===== config.mk =====
export PLATFORM = sky130hd
export DESIGN_NAME = csr_hazard_ctrl_flat
export DESIGN_NICKNAME = d
export VERILOG_FILES = /design/src/rtl/csr_hazard_ctrl_if.sv /design/src/rtl/csr_hazard_ctrl.sv /design/src/flat_wrapper.sv
export SDC_FILE = /design/constraint.sdc
export NUM_CORES = 1
export LEC_CHECK = 0
export CELL_PAD_IN_SITES_DETAIL_PLACEMENT = 0
export CELL_PAD_IN_SITES_GLOBAL_PLACEMENT = 1
export CORE_UTILIZATION = 35
export DETAILED_ROUTE_END_ITERATION = 6
export GPL_TIMING_DRIVEN = 1
export PLACE_DENSITY_LB_ADDON = 0.1
export SLEW_MARGIN = 15
export SYNTH_ARGS = -nofsm -noshare
export SYNTH_HDL_FRONTEND = slang
export SYNTH_SLANG_ARGS = --single-unit

===== constraint.sdc =====
create_clock -name clk -period 3.2 [get_ports clk]
set_input_delay 0.64 -clock clk [delete_from_list [all_inputs] [get_ports clk]]
set_output_delay 0.64 -clock clk [all_outputs]
set_load 0.01 [all_outputs]

===== src/rtl/csr_hazard_ctrl_if.sv =====
// rtl/csr_hazard_ctrl_if.sv - debug CSR access handshake between requester and controller
interface csr_hazard_ctrl_if;
    logic        dbg_req;
    logic        dbg_we;
    logic [11:0] dbg_addr;
    logic [31:0] dbg_wdata;
    logic        dbg_gnt;
    logic        dbg_done;
    logic [31:0] dbg_rdata;

    modport master (
        output dbg_req, dbg_we, dbg_addr, dbg_wdata,
        input  dbg_gnt, dbg_done, dbg_rdata
    );

    modport slave (
        input  dbg_req, dbg_we, dbg_addr, dbg_wdata,
        output dbg_gnt, dbg_done, dbg_rdata
    );
endinterface


===== src/rtl/csr_hazard_ctrl.sv =====
// rtl/csr_hazard_ctrl.sv - CSR write scoreboard, ID hazard stall and debug CSR port arbiter
// Option: CSR_SERIALIZE_EN makes any in-flight CSR write stall every ID CSR access.
module csr_hazard_ctrl #(
    parameter int CNT_W = 16
) (
    input  logic              clk,
    input  logic              rst_n,
    input  logic              id_csr_valid,
    input  logic              id_csr_write,
    input  logic [11:0]       id_csr_addr,
    input  logic              bubbleE,
    input  logic              flushE,
    output logic              csr_stallD,
    output logic              csr_flushE,
    csr_hazard_ctrl_if.slave  dbg,
    output logic              csr_dbg_sel,
    output logic [11:0]       csr_dbg_addr,
    output logic              csr_dbg_we,
    output logic [31:0]       csr_dbg_wdata,
    input  logic [31:0]       csr_rdata,
    output logic [CNT_W-1:0]  csr_stall_cnt
);
    localparam logic [1:0] S_IDLE   = 2'd0;
    localparam logic [1:0] S_DRAIN  = 2'd1;
    localparam logic [1:0] S_ACCESS = 2'd2;
    localparam logic [1:0] S_DONE   = 2'd3;

    logic [1:0]        state_q, state_d;
    logic [2:0]        sb_valid_q, sb_valid_d;
    logic [2:0][11:0]  sb_addr_q, sb_addr_d;
    logic [31:0]       rdata_q, rdata_d;
    logic [CNT_W-1:0]  cnt_q, cnt_d;
    logic [2:0]        hit;
    logic              hazard;
    logic              access;

    always_comb begin
        hit = '0;
        for (int i = 0; i < 3; i++) begin
`ifdef CSR_SERIALIZE_EN
            hit[i] = sb_valid_q[i];
`else
            hit[i] = sb_valid_q[i] && (sb_addr_q[i] == id_csr_addr);
`endif
        end
    end

    assign hazard     = id_csr_valid && (|hit);
    assign csr_stallD = (state_q != S_IDLE) || hazard;
    assign csr_flushE = csr_stallD;

    // The stalled ID instruction is replaced by a bubble, so it never enters the scoreboard.
    always_comb begin
        sb_valid_d = sb_valid_q;
        sb_addr_d  = sb_addr_q;
        if (!bubbleE) begin
            sb_valid_d[0] = !(flushE || csr_flushE) && id_csr_valid && id_csr_write;
            sb_addr_d[0]  = id_csr_addr;
            sb_valid_d[1] = sb_valid_q[0];
            sb_addr_d[1]  = sb_addr_q[0];
            sb_valid_d[2] = sb_valid_q[1];
            sb_addr_d[2]  = sb_addr_q[1];
        end
    end

    always_comb begin
        state_d = state_q;
        case (state_q)
            S_IDLE:   if (dbg.dbg_req) state_d = S_DRAIN;
            S_DRAIN:  if (sb_valid_q == 3'b000) state_d = S_ACCESS;
            S_ACCESS: state_d = S_DONE;
            default:  state_d = S_IDLE;
        endcase
    end

    assign access  = (state_q == S_ACCESS);
    assign rdata_d = access ? csr_rdata : rdata_q;
    // Only pipeline hazard stalls are counted; debug drain stalls are excluded.
    assign cnt_d   = (state_q == S_IDLE && hazard && cnt_q != {CNT_W{1'b1}})
                     ? cnt_q + CNT_W'(1) : cnt_q;

    always_ff @(posedge clk or negedge rst_n) begin
        if (!rst_n) begin
            state_q    <= S_IDLE;
            sb_valid_q <= '0;
            sb_addr_q  <= '0;
            rdata_q    <= '0;
            cnt_q      <= '0;
        end else begin
            state_q    <= state_d;
            sb_valid_q <= sb_valid_d;
            sb_addr_q  <= sb_addr_d;
            rdata_q    <= rdata_d;
            cnt_q      <= cnt_d;
        end
    end

    assign csr_dbg_sel   = access;
    assign csr_dbg_we    = access && dbg.dbg_we;
    assign csr_dbg_addr  = access ? dbg.dbg_addr : 12'h000;
    assign csr_dbg_wdata = access ? dbg.dbg_wdata : 32'h0;
    assign dbg.dbg_gnt   = access;
    assign dbg.dbg_done  = (state_q == S_DONE);
    assign dbg.dbg_rdata = rdata_q;
    assign csr_stall_cnt = cnt_q;
endmodule

===== src/flat_wrapper.sv =====
// flat-port wrapper written by rule: the top's interface ports become plain ports
module csr_hazard_ctrl_flat 
#(
    parameter int CNT_W = 16
)
  (clk, rst_n, id_csr_valid, id_csr_write, id_csr_addr, bubbleE, flushE, csr_stallD, csr_flushE, csr_dbg_sel, csr_dbg_addr, csr_dbg_we, csr_dbg_wdata, csr_rdata, csr_stall_cnt, dbg_dbg_req, dbg_dbg_we, dbg_dbg_addr, dbg_dbg_wdata, dbg_dbg_gnt, dbg_dbg_done, dbg_dbg_rdata);
  csr_hazard_ctrl_if dbg_i ();
  input  logic clk;
  input  logic rst_n;
  input  logic id_csr_valid;
  input  logic id_csr_write;
  input  logic [11:0] id_csr_addr;
  input  logic bubbleE;
  input  logic flushE;
  output logic csr_stallD;
  output logic csr_flushE;
  output logic csr_dbg_sel;
  output logic [11:0] csr_dbg_addr;
  output logic csr_dbg_we;
  output logic [31:0] csr_dbg_wdata;
  input  logic [31:0] csr_rdata;
  output logic [CNT_W-1:0] csr_stall_cnt;
  input wire logic [$bits(dbg_i.dbg_req)-1:0] dbg_dbg_req;
  input wire logic [$bits(dbg_i.dbg_we)-1:0] dbg_dbg_we;
  input wire logic [$bits(dbg_i.dbg_addr)-1:0] dbg_dbg_addr;
  input wire logic [$bits(dbg_i.dbg_wdata)-1:0] dbg_dbg_wdata;
  output wire logic [$bits(dbg_i.dbg_gnt)-1:0] dbg_dbg_gnt;
  output wire logic [$bits(dbg_i.dbg_done)-1:0] dbg_dbg_done;
  output wire logic [$bits(dbg_i.dbg_rdata)-1:0] dbg_dbg_rdata;
  assign dbg_i.dbg_req = dbg_dbg_req;
  assign dbg_i.dbg_we = dbg_dbg_we;
  assign dbg_i.dbg_addr = dbg_dbg_addr;
  assign dbg_i.dbg_wdata = dbg_dbg_wdata;
  assign dbg_dbg_gnt = dbg_i.dbg_gnt;
  assign dbg_dbg_done = dbg_i.dbg_done;
  assign dbg_dbg_rdata = dbg_i.dbg_rdata;
  csr_hazard_ctrl #(.CNT_W(CNT_W)) u_core (.clk(clk), .rst_n(rst_n), .id_csr_valid(id_csr_valid), .id_csr_write(id_csr_write), .id_csr_addr(id_csr_addr), .bubbleE(bubbleE), .flushE(flushE), .csr_stallD(csr_stallD), .csr_flushE(csr_flushE), .dbg(dbg_i), .csr_dbg_sel(csr_dbg_sel), .csr_dbg_addr(csr_dbg_addr), .csr_dbg_we(csr_dbg_we), .csr_dbg_wdata(csr_dbg_wdata), .csr_rdata(csr_rdata), .csr_stall_cnt(csr_stall_cnt));
endmodule

==> reports/metrics.cfg <==
[outcome]
status = finished clean

[logic_synthesis]
yosys_warnings = 0
synth_fa_ha_area_share_pct = 1.728
synthFlopType = dfrtp_1
synth_fp_nets = 452
ys_types = 27
synth_xor_area_share_pct = 10.28
synth_cells = 350
synth_seq_area_share_pct = 51.25
yosys.area_share.simple_pct = 15.09
synth.area.mux_share_pct = 18.66
synth-edff-count = 0
ys_async_sr_fraction_pct = 100.0
syn_avg_cell_area_um2 = 12.42
synth_compound_area_share_pct = 0.5759
synth_area_mm2 = 0.004345
synth_top_family_by_area = multiplexers
synth-seq-cells = 89

[place]
port_buffers = 193
gp_congestion = 0.7370
numPlacedInstances = 702
dp_hpwl_um = 8020
dp_worst_setup_slack_ps = -264.6

[timing]
fmax_mhz = 331.3
final-setup-viol-count = 0
finalCriticalPeriod_ps = 3018
drv_slew = 0
worst_slew_pin_slew_ps = 665.5
relSlewSlack_pct = 55.63
fin_ws_ps = 181.7
holdWs_ps = 342.9
fin_crit_sh_pct = 94.32
fin_skew_ps = 6.339
rsz0062_at_grt = false
fin_setup_tns_ps = 0
hold_violations = 0

[clock_tree]
cts.clk_slew.worst_paths_ps = 60
root_buffer = clkbuf_16
clock_path_buffers = 2
cts_tree = done
ctsHtreeMaxLevel = 3
clk_latency_ps = 340
holdBufCountCts = 0
post_cts.repair.setup_buffers = 0
cts-buffers-inserted = 9
cts_sinks = 89

[power]
p_leak_nw = 2.800
p_clk_share_pct = 23.0
peakVddDrop_mv = 0.3754
powerDensity_mw_per_mm2 = 709.5
pwr-share-comb_pct = 44.0
total_power_w = 0.004836
intPower_w = 0.003431
p_seq_share_pct = 33.0
p_sw_w = 0.001405
p_sw_share_pct = 29.05

[critical_path]
startpoint = id_csr_addr[2]
reg2reg_to = u_core.csr_stall_cnt[1]$_DFFE_PN0P_
endpoint = csr_stallD
required_ps = 2560
cp-start-kind = primary input
critPathKind = primary input to output port
crit_arrival_ps = 2380
cp_max_fo = 3
worst_setup_path_end_kind = output port
ff2ff_setup_slack_ps = 990
r2r-start = u_core.sb_addr_q[12]$_DFFE_PN0N_
ff2ff_path_depth = 7

[worst_hold_path]
hp-class = primary input to async pin

[routing]
drc = 0
drtIter0Drc = 116
wl_um = 10580
wl_per_cell_um = 14.76
drt-pass1-iter-count = 4
vias = 3209
drt.antenna.violating_nets = 0
routed_via_density = 4.476

[floorplanning]
coreArea_mm2 = 0.01206
row_count = 40
die_h_um = 113.4
pin_count = 194
die_x_um = 113.4
dieArea_mm2 = 0.01287
initial_core_util_pct = 36.03

[layout]
finalNonFillerCells = 717
num-nets-final = 647
areaGrowthSynthToFinish_pct = 56.84
drive_gt1_share_pct = 19.85
num_antenna_cells = 0
n_fill_cell = 1070

[global_route]
grt_overflow = 0
antenna_found_initial = 0
grt_use_total_pct = 17.03
grt_pass1_wl_um = 16990
first_global_vias = 3183
grt_max_degree = 54

[run]
cap_viol_max_count = 0

## layout by cell type (no fill, tap or decap), types with 2 or more instances in the layout
cell             count
bufinv_16            2
dfrtp_1             89
nor2_1               3
mux2_2              71
and2_1              47
nand2_1             12
nand3_1              9
nor3_1               4
nor4_1               4
buf_12               2
dlygate4sd2_1       12
nor4_2               6
nor3_2               5
clkdlybuf4s50_1    179
inv_1                4
ha_1                 5
xor2_1              14
clkbuf_16            9
clkbuf_1             2
o31ai_1              2
buf_4                8
xnor2_1             36
and3_1               3
nand4_1              9
o21ai_0              2
## worst max-delay path: stages
cell and delay, ps:
clkdlybuf4s50_1 520, xnor2_1 140, nand3_1 110, nor4_2 300, nor3_2 90, nor2b_1 140, nand2b_1 150, dlygate4sd2_1 280
## kinds of logic after synthesis
family                     count (synthesis)
AOI/OAI and AO/OA                          4
adders and majority gates                  6
xor gates and xnor gates                  51
buffers and inverters                     22
and+or+nand+nor                          106
DFF                                       89
muxes                                     72
## power groups by stage
stage               Sequential, W  Clock [W]  Combinational (W)
floorplan                 0.00170          0           0.000925
global placement          0.00160          0            0.00215
detailed placement        0.00162          0            0.00217
CTS                       0.00160    0.00114            0.00217
global route              0.00164    0.00120            0.00229
finish                    0.00160    0.00111            0.00213
## stage by stage
| stage | cell area (um2) | utilization (%) |
|---|---|---|
| floorplan | 4345 | - |
| global placement | 6490 | 53.81 |
| detailed placement | 6490 | 53.81 |
| CTS | 6813 | 56.48 |
| global route | 6815 | 56.50 |
| finish | 6815 | 56.50 |
## registers in the layout, indices dropped and copies added, names as in the netlist
register and count:
u_core.state_q 2, u_core.sb_valid_q 3, u_core.csr_stall_cnt 16, u_core.sb_addr_q 36
u_core.dbg.dbg_rdata 32
## metal layers
metal / up-vias / wire length [um] / global-route usage [%]
met3: 8 / 544 / 4.888
met2: 87 / 4928 / 26.34
li1: 1586 / - / -
met1: 1528 / 5015 / 23.57
met4: 0 / 91 / 4.211
met5: - / 0 / 0
## synth_stat cells, types with 3 or more instances
master,count,area [um2]
nor3_2,5,50.05
clkbuf_1,7,26.28
nor4_2,3,37.54
nand3_1,9,45.04
nand4_1,9,56.30
xnor2_1,37,324.1
mux2_2,71,799.5
nor2_1,3,11.26
dfrtp_1,89,2227
and3_1,3,18.77
xor2_1,14,122.6
inv_1,4,15.01
ha_1,6,75.07
and2_1,47,294.0
nand2_1,12,45.04
buf_1,7,26.28
nor4_1,7,43.79
nor3_1,4,20.02
## repair_timing
action,CTS,global route
pin swaps,5,0
gates resized for setup,16,1
endpoints found under the setup margin,2,2
## area by class of cell
type	instances	area (um2)	area share (%)
Sequential cell	89	2227	32.68
Multi-Input combinational cell	239	2042	29.96
Timing Repair Buffer	202	2009	29.48
Clock buffer	12	246.5	3.617
Tap cell	168	210.2	3.084
Clock inverter	3	65.06	0.9547
Inverter	4	15.01	0.2203
## worst min path at each step
| stage | slack (ps) | start | to | cells after the start |
|---|---|---|---|---|
| floorplan | 340 | rst_n | u_core.csr_stall_cnt[0]$_DFFE_PN0P_ | 0 |
| global placement | 480 | u_core.csr_stall_cnt[15]$_DFFE_PN0P_ | u_core.csr_stall_cnt[15]$_DFFE_PN0P_ | 1 |
| detailed placement | 490 | u_core.csr_stall_cnt[14]$_DFFE_PN0P_ | u_core.csr_stall_cnt[14]$_DFFE_PN0P_ | 1 |
| CTS | 360 | rst_n | u_core.dbg.dbg_rdata[31]$_DFFE_PN0P_ | 1 |
| global route | 390 | rst_n | u_core.dbg.dbg_rdata[0]$_DFFE_PN0P_ | 1 |
| finish | 340 | rst_n | u_core.dbg.dbg_rdata[22]$_DFFE_PN0P_ | 1 |
No activity file was read; power rests on OpenSTA's default activity.
